### src/rtl/pellet_eat_sequencer.sv
// Pellet eat sequencer: once per frame reads the tile under Pac-Man,
// clears eaten pellets, keeps score, pellet count and the fright timer.
//
// state   | meaning
// --------+-------------------------------------------------------------
// S_IDLE  | waiting for frame_tick; latches pac_addr on the tick
// S_READ  | address presented to tile RAM for one cycle
// S_WAIT  | covers the remaining READ_LAT-1 cycles of read latency
// S_CHECK | ram_rdata valid; pellet codes go to WRITE, others to IDLE
// S_WRITE | tile cleared, score/count/fright timer updated
module pellet_eat_sequencer #(
  parameter int ADDR_W        = 10,
  parameter int READ_LAT      = 2,
  parameter int TOTAL_PELLETS = 244,
  parameter int FRIGHT_FRAMES = 360,
  parameter int WARN_FRAMES   = 120,
  parameter int PELLET_PTS    = 10,
  parameter int POWER_PTS     = 50
) (
  input  logic              Clk,
  input  logic              Reset,
  input  logic              frame_tick,
  input  logic [ADDR_W-1:0] pac_addr,
  input  logic              level_restart,
  output logic [ADDR_W-1:0] ram_addr,
  input  logic [8:0]        ram_rdata,
  output logic [8:0]        ram_wdata,
  output logic              ram_we,
  output logic              busy,
  output logic [15:0]       score,
  output logic [8:0]        pellets_left,
  output logic              frightened,
  output logic              fright_warn,
  output logic              level_clear
);

  localparam logic [2:0] S_IDLE  = 3'd0;
  localparam logic [2:0] S_READ  = 3'd1;
  localparam logic [2:0] S_WAIT  = 3'd2;
  localparam logic [2:0] S_CHECK = 3'd3;
  localparam logic [2:0] S_WRITE = 3'd4;

  localparam int WW = $clog2(READ_LAT + 1);
  localparam int TW = $clog2(FRIGHT_FRAMES + 1);

  localparam logic [8:0] TILE_PELLET = 9'h063;
  localparam logic [8:0] TILE_POWER  = 9'h062;
  localparam logic [8:0] TILE_EMPTY  = 9'h000;

  logic [2:0]        r_state;
  logic [ADDR_W-1:0] r_addr;
  logic [WW-1:0]     r_wait;
  logic              r_is_power;
  logic [15:0]       r_score;
  logic [8:0]        r_pellets;
  logic [TW-1:0]     r_timer;
  logic              r_level_clear;

  logic              w_commit;
  logic [16:0]       w_sum;

  // A write only takes effect if level_restart does not cancel it
  assign w_commit = (r_state == S_WRITE) && !level_restart;
  assign w_sum    = {1'b0, r_score} + (r_is_power ? 17'(POWER_PTS) : 17'(PELLET_PTS));

  // Sequencer FSM with read-latency down-counter
  always_ff @(posedge Clk or posedge Reset) begin
    if (Reset) begin
      r_state    <= S_IDLE;
      r_addr     <= '0;
      r_wait     <= '0;
      r_is_power <= 1'b0;
    end else if (level_restart) begin
      r_state <= S_IDLE;
    end else begin
      case (r_state)
        S_IDLE: begin
          if (frame_tick) begin
            r_addr  <= pac_addr;
            r_state <= S_READ;
          end
        end
        S_READ: begin
          r_wait  <= WW'(READ_LAT - 1);
          r_state <= (READ_LAT > 1) ? S_WAIT : S_CHECK;
        end
        S_WAIT: begin
          r_wait <= r_wait - 1'b1;
          if (r_wait <= WW'(1)) r_state <= S_CHECK;
        end
        S_CHECK: begin
          r_is_power <= (ram_rdata == TILE_POWER);
          if ((ram_rdata == TILE_PELLET) || (ram_rdata == TILE_POWER))
            r_state <= S_WRITE;
          else
            r_state <= S_IDLE;
        end
        S_WRITE: r_state <= S_IDLE;
        default: r_state <= S_IDLE;
      endcase
    end
  end

  // Saturating score; kept across level_restart
  always_ff @(posedge Clk or posedge Reset) begin
    if (Reset)         r_score <= '0;
    else if (w_commit) r_score <= w_sum[16] ? 16'hFFFF : w_sum[15:0];
  end

  // Pellets-left counter with floor at zero
  always_ff @(posedge Clk or posedge Reset) begin
    if (Reset)                              r_pellets <= 9'(TOTAL_PELLETS);
    else if (level_restart)                 r_pellets <= 9'(TOTAL_PELLETS);
    else if (w_commit && r_pellets != 9'd0) r_pellets <= r_pellets - 1'b1;
  end

  // Fright timer: reload beats a coincident frame_tick decrement
  always_ff @(posedge Clk or posedge Reset) begin
    if (Reset)                               r_timer <= '0;
    else if (level_restart)                  r_timer <= '0;
    else if (w_commit && r_is_power)         r_timer <= TW'(FRIGHT_FRAMES);
    else if (frame_tick && r_timer != '0)    r_timer <= r_timer - 1'b1;
  end

  // Single-cycle pulse aligned with pellets_left first reading zero
  always_ff @(posedge Clk or posedge Reset) begin
    if (Reset) r_level_clear <= 1'b0;
    else       r_level_clear <= w_commit && (r_pellets == 9'd1);
  end

  assign ram_addr     = r_addr;
  assign ram_wdata    = TILE_EMPTY;
  assign ram_we       = w_commit;
  assign busy         = (r_state != S_IDLE);
  assign score        = r_score;
  assign pellets_left = r_pellets;
  assign frightened   = (r_timer != '0);
  assign fright_warn  = (r_timer != '0) && (r_timer <= TW'(WARN_FRAMES));
  assign level_clear  = r_level_clear;

endmodule

### config.mk
export PLATFORM = sky130hd
export DESIGN_NAME = pellet_eat_sequencer
export DESIGN_NICKNAME = d
export VERILOG_FILES = /design/src/rtl/pellet_eat_sequencer.sv
export SDC_FILE = /design/constraint.sdc
export NUM_CORES = 1
export LEC_CHECK = 0
export CORE_ASPECT_RATIO = 1.5
export CORE_MARGIN = 2
export CORE_UTILIZATION = 49
export DETAILED_ROUTE_END_ITERATION = 10
export HOLD_SLACK_MARGIN = 0.03
export MAX_ROUTING_LAYER = met4
export PLACE_DENSITY_LB_ADDON = 0.25
export SYNTH_ARGS = -nofsm -noshare
export SYNTH_HDL_FRONTEND = slang
export SYNTH_SLANG_ARGS = --single-unit
### constraint.sdc
create_clock -name Clk -period 3.14 [get_ports Clk]
set_clock_uncertainty 0.1 [all_clocks]
set_input_delay 0.628 -clock Clk [delete_from_list [all_inputs] [get_ports Clk]]
set_output_delay 0.628 -clock Clk [all_outputs]
set_load 0.02 [all_outputs]
Word-level counts from Yosys, hierarchy flattened
Index checks and enable logic that the tools add are counted.

Bits in writable memories: 0. ROM bits: 0. Register bits: 51. Bits in latches: 0. Input bits: 23. Memories kept: 0.

Add/sub/neg operators: 4. $lt $le $gt $ge: 2. Divide/modulo/power cells: 0. Eq/ne operators: 9. Reductions and logical operators: 19. Bitwise gates (word level): 1. Multiply operators: 0. Shift operators: 0. Muxes and demuxes: 13.

Operator list (count): 9-bit 2-to-1 mux (5); 9-bit by 7-bit equality test with 1-bit output, second input constant (2); 9-bit nonzero test (2); 9-bit by 1-bit subtractor with 9-bit output, second input constant (2); 16-bit by 6-bit adder with 17-bit output (1); 16-bit 2-to-1 mux (1); 3-bit 2-to-1 mux (4); 3-bit case mux with 4 select lines (1); 9-bit by 1-bit equality test with 1-bit output, second input constant (1); 9-bit by 7-bit less-or-equal comparator with 1-bit output, second input constant (1); 3-bit by 2-bit equality test with 1-bit output, second input constant (2); 1-bit logical AND (6); 6-bit 2-to-1 mux (1); 3-bit inequality test, second input constant (2); 2-bit AND reduction (3); 3-bit nonzero test (2); 2-bit case mux with 2 select lines (1); 2-bit nonzero test (2); 3-bit by 1-bit equality test with 1-bit output, second input constant (1); 3-bit equality test, second input constant (1); 3-bit logical NOT (1); 3-bit AND reduction (1); 2-bit by 1-bit less-or-equal comparator with 1-bit output, second input constant (1); 2-bit by 1-bit subtractor with 2-bit output, second input constant (1); other kinds (3) (3).

Logic depth before layout (Yosys ltp)
Depth in word-level cells: 5. Gate-level depth with buffers: 8.

Least setup slack after synthesis
No wires, ideal clock.

Kind: input port to output port. From: input port level_restart. To: output port ram_we. Path buffers: 3. Stages: 5. Arrival: 1769 ps. Path slack: 643 ps. Data required time: 2412 ps. Path through: buf_2 -> or4b_4 -> buf_6 -> inv_1 -> buf_2.

Cells in the longest elaborated chain, start to end: 2.

Ends and longest elaborated chain: start: declaration (line 24) `input logic level_restart,`; 1-bit logical NOT (line 63) `assign w_commit = (r_state == S_WRITE) && !level_restart;`; 1-bit logical AND (line 63); end: declaration (line 28) `output logic ram_we,`.

No other way between the ends.

Worst setup path in the final report
Same ends and word-level chain as after synthesis.

==> impl_metrics.yaml <==
yosys:
  synth_top_family_by_area: "simple AND/OR/NAND/NOR gates"
  syn_inst: 282
  async_flop_share_pct: 100.0
  yosys_warnings: 0
  synthAdderAreaFrac_pct: 4.018
  dominantRegCellSynth: "dfrtp_1"
  synthTopCellsByArea: "dfrtp_1 (41%), mux2_2 (5.6%), dfstp_2 (4.7%)"
  ys_seq_area_share_pct: 45.76
  netlist_area_um2: 2803
  synthSimpleGateAreaFrac_pct: 20.85
  synth_cell_types: 53
  avgSynthCellArea_um2: 9.939
  synth_edf_count: 0
  ys_seq_elements: 51
  synth-compound-area-share_pct: 15.04
  muxShareOfSynthArea_pct: 6.339
  synth_top_area_share_pct: 41.07
  yosysTopAreaCell: "dfrtp_1"
  synthXorXnorAreaFrac_pct: 1.875
sta:
  rsz0062_at_grt: "no"
  setup-violations-final: 0
  slew_viol_final: 0
  fin_crit_ns: 2.987
  worst_slew_margin_rel_pct: 55.43
  hold_violations: 0
  worstMarginPinSlew_ns: 0.6686
  setup-tns-final_ns: 0
  finalCritPeriodShare_pct: 95.14
  hold_slack_ns: 0.3835
  clock.fmax_mhz: 334.7
  setup_slack_ns: 0.1525
job:
  drv_cap: 0
die:
  num_rows: 33
  die_y_um: 96.63
  start_util_pct: 51.04
  io_pins: 72
  core_um2: 5492
  die-area_um2: 6353
  die_w_um: 65.75
placement:
  post-place-ws_ns: 0.1493
  dp_hpwl_um: 4642
  globalplace.congestion: 0.8652
  numPortBuffers: 62
  dpl_cell_area_um2: 3460
worst_setup_path:
  worstPathRequired_ns: 2.41
  regToRegStartpoint: "r_state[0]"
  critical_path_arrival_ns: 2.26
  r2r_cells: 5
  critical_path.max_fanout: 2
  rrSetupSlack_ns: 0.68
  cp-endpoint: "ram_we"
  critPathLaunchType: "primary input"
  worstSetupPathType: "primary input to output port"
  crit_start: "level_restart"
  end_kind: "output port"
  r2r-end: "score[15]"
routing:
  wl_met2_um: 3308
  ant_nets: 0
  drcViolationCount: 0
  wl_um: 6101
  num_vias: 2364
  met3_length_um: 185
  wire_per_inst_um: 14.63
  via_per_inst: 5.669
  wl_met1_um: 2514
  dr.pass1.iters: 4
  highest_layer: "met4"
  drtIter0Drc: 138
cts:
  path_clk_slew_ns: 0.09
  numCtsBuffers: 5
  root_buffer: "clkbuf_8"
  h-tree-depth: 2
  cts.sinks: 51
  tritoncts: "done"
  hold_buffers: 0
  clockBufferDepth: 2
  clkLatencyLatePin_ns: 0.31
hold_path:
  hold_path_depth: 1
  hold_class: "flop to flop"
layout:
  postLayoutCellArea_um2: 3540
  mostFrequentLayoutCell: "clkdlybuf4s50_1"
  final_util_pct: 64.46
  antenna_cells: 0
  nNetsFinal: 378
  area_delta_synth_final_pct: 26.29
  mostFrequentLayoutCells: "clkdlybuf4s50_1 (61), dfrtp_1 (46), nand2_1 (18)"
  fillCellCount: 469
  drive_gt1_share_pct: 11.53
global_routing:
  grt_util_all_layers_pct: 21.28
  grt_pass1_vias: 2280
  grt_overflow: 0
  antenna_found_initial: 0
  grt_max_degree: 32
  grt_pass1_wl_um: 10560
status:
  run_status: "finished, final reports clean"
power:
  ir_worst_vdd_mv: 0.4703
  powerDensity_nw_per_um2: 548.1
  leakage_nw: 1.498
[Yosys cell counts (3+ instances only)]
cell,count
or4_1,6
nand2_1,18
o31ai_1,3
xnor2_1,3
inv_1,13
clkbuf_1,4
a22oi_1,4
nand2b_1,4
nor3b_1,3
o31a_1,3
nor4_1,6
nor3_1,11
ha_1,9
dfstp_2,5
xor2_1,3
dfrtp_1,46
o211ai_1,5
nand3_1,14
o21ai_0,12
o22a_1,4
mux2_2,14
buf_4,9
nor2_1,17
a21oi_1,13
o21a_1,5
and3_1,3
a31oi_1,4
or3_1,10
[worst min path at each step]
| stage | from | end |
|---|---|---|
| CTS | score[0] | score[0] |
| global route | score[0] | score[0] |
| finish | score[0] | score[0] |
| global placement | score[0] | score[0] |
| floorplan | r_state[2] | r_state[1] |
| detailed placement | score[0] | score[0] |
[power breakdown]
part	switching (mW)	total (mW)	internal, mW	leakage (nW)
clock	0.214	0.371	0.157	0.0422
combinational	0.357	0.702	0.345	0.801
sequential	0.107	0.867	0.760	0.655
[flip-flops by register name, indices dropped and copies added (netlist names)]
signal	count
score	16
ram_addr	10
pellets_left	9
r_timer	9
r_state	3
r_wait	2
level_clear	1
r_is_power	1
[routing by layer]
layer	track usage, %	up-vias
li1	-	1146
met1	24.94	1162
met2	36.60	50
met3	3.372	6
met4	6.731	0
met5	-	-
[stage by stage]
step	instances	power, mW
global placement	409	1.563
finish	417	1.940
detailed placement	409	1.589
floorplan	290	1.346
CTS	417	1.952
global route	417	2.067
[critical path, cell delays in order]
cell             delay (ns)
clkdlybuf4s50_1        0.44
or4b_4                 0.50
inv_1                  0.09
clkdlybuf4s50_1        0.60
[cell type report]
| type | instances | area [um^2] | share of cell area (%) |
|---|---|---|---|
| Clock inverter | 1 | 5.005 | 0.1414 |
| Sequential cell | 51 | 1282 | 36.23 |
| Tap cell | 70 | 87.58 | 2.474 |
| Inverter | 13 | 48.80 | 1.379 |
| Clock buffer | 7 | 76.32 | 2.156 |
| Multi-Input combinational cell | 208 | 1383 | 39.06 |
| Timing Repair Buffer | 67 | 656.9 | 18.56 |
[cell families (layout without fill, tap and decap cells)]
group | count (synthesis) | after routing
flip-flops | 51 | 51
adder cells (fa/ha/maj) | 9 | 9
multiplexers | 16 | 16
AND/OR/NAND/NOR | 105 | 105
other | 1 | 9
AO/OA/AOI/OAI | 63 | 63
XOR/XNOR | 6 | 6
buffers and inverters | 31 | 88
[timing repair]
item,in CTS,in global routing
endpoints found under the hold margin,0,0
buffers inserted,0,0
endpoints found under the setup margin,1,0
gates resized for setup,1,0
(Power assumes the default switching activity.)
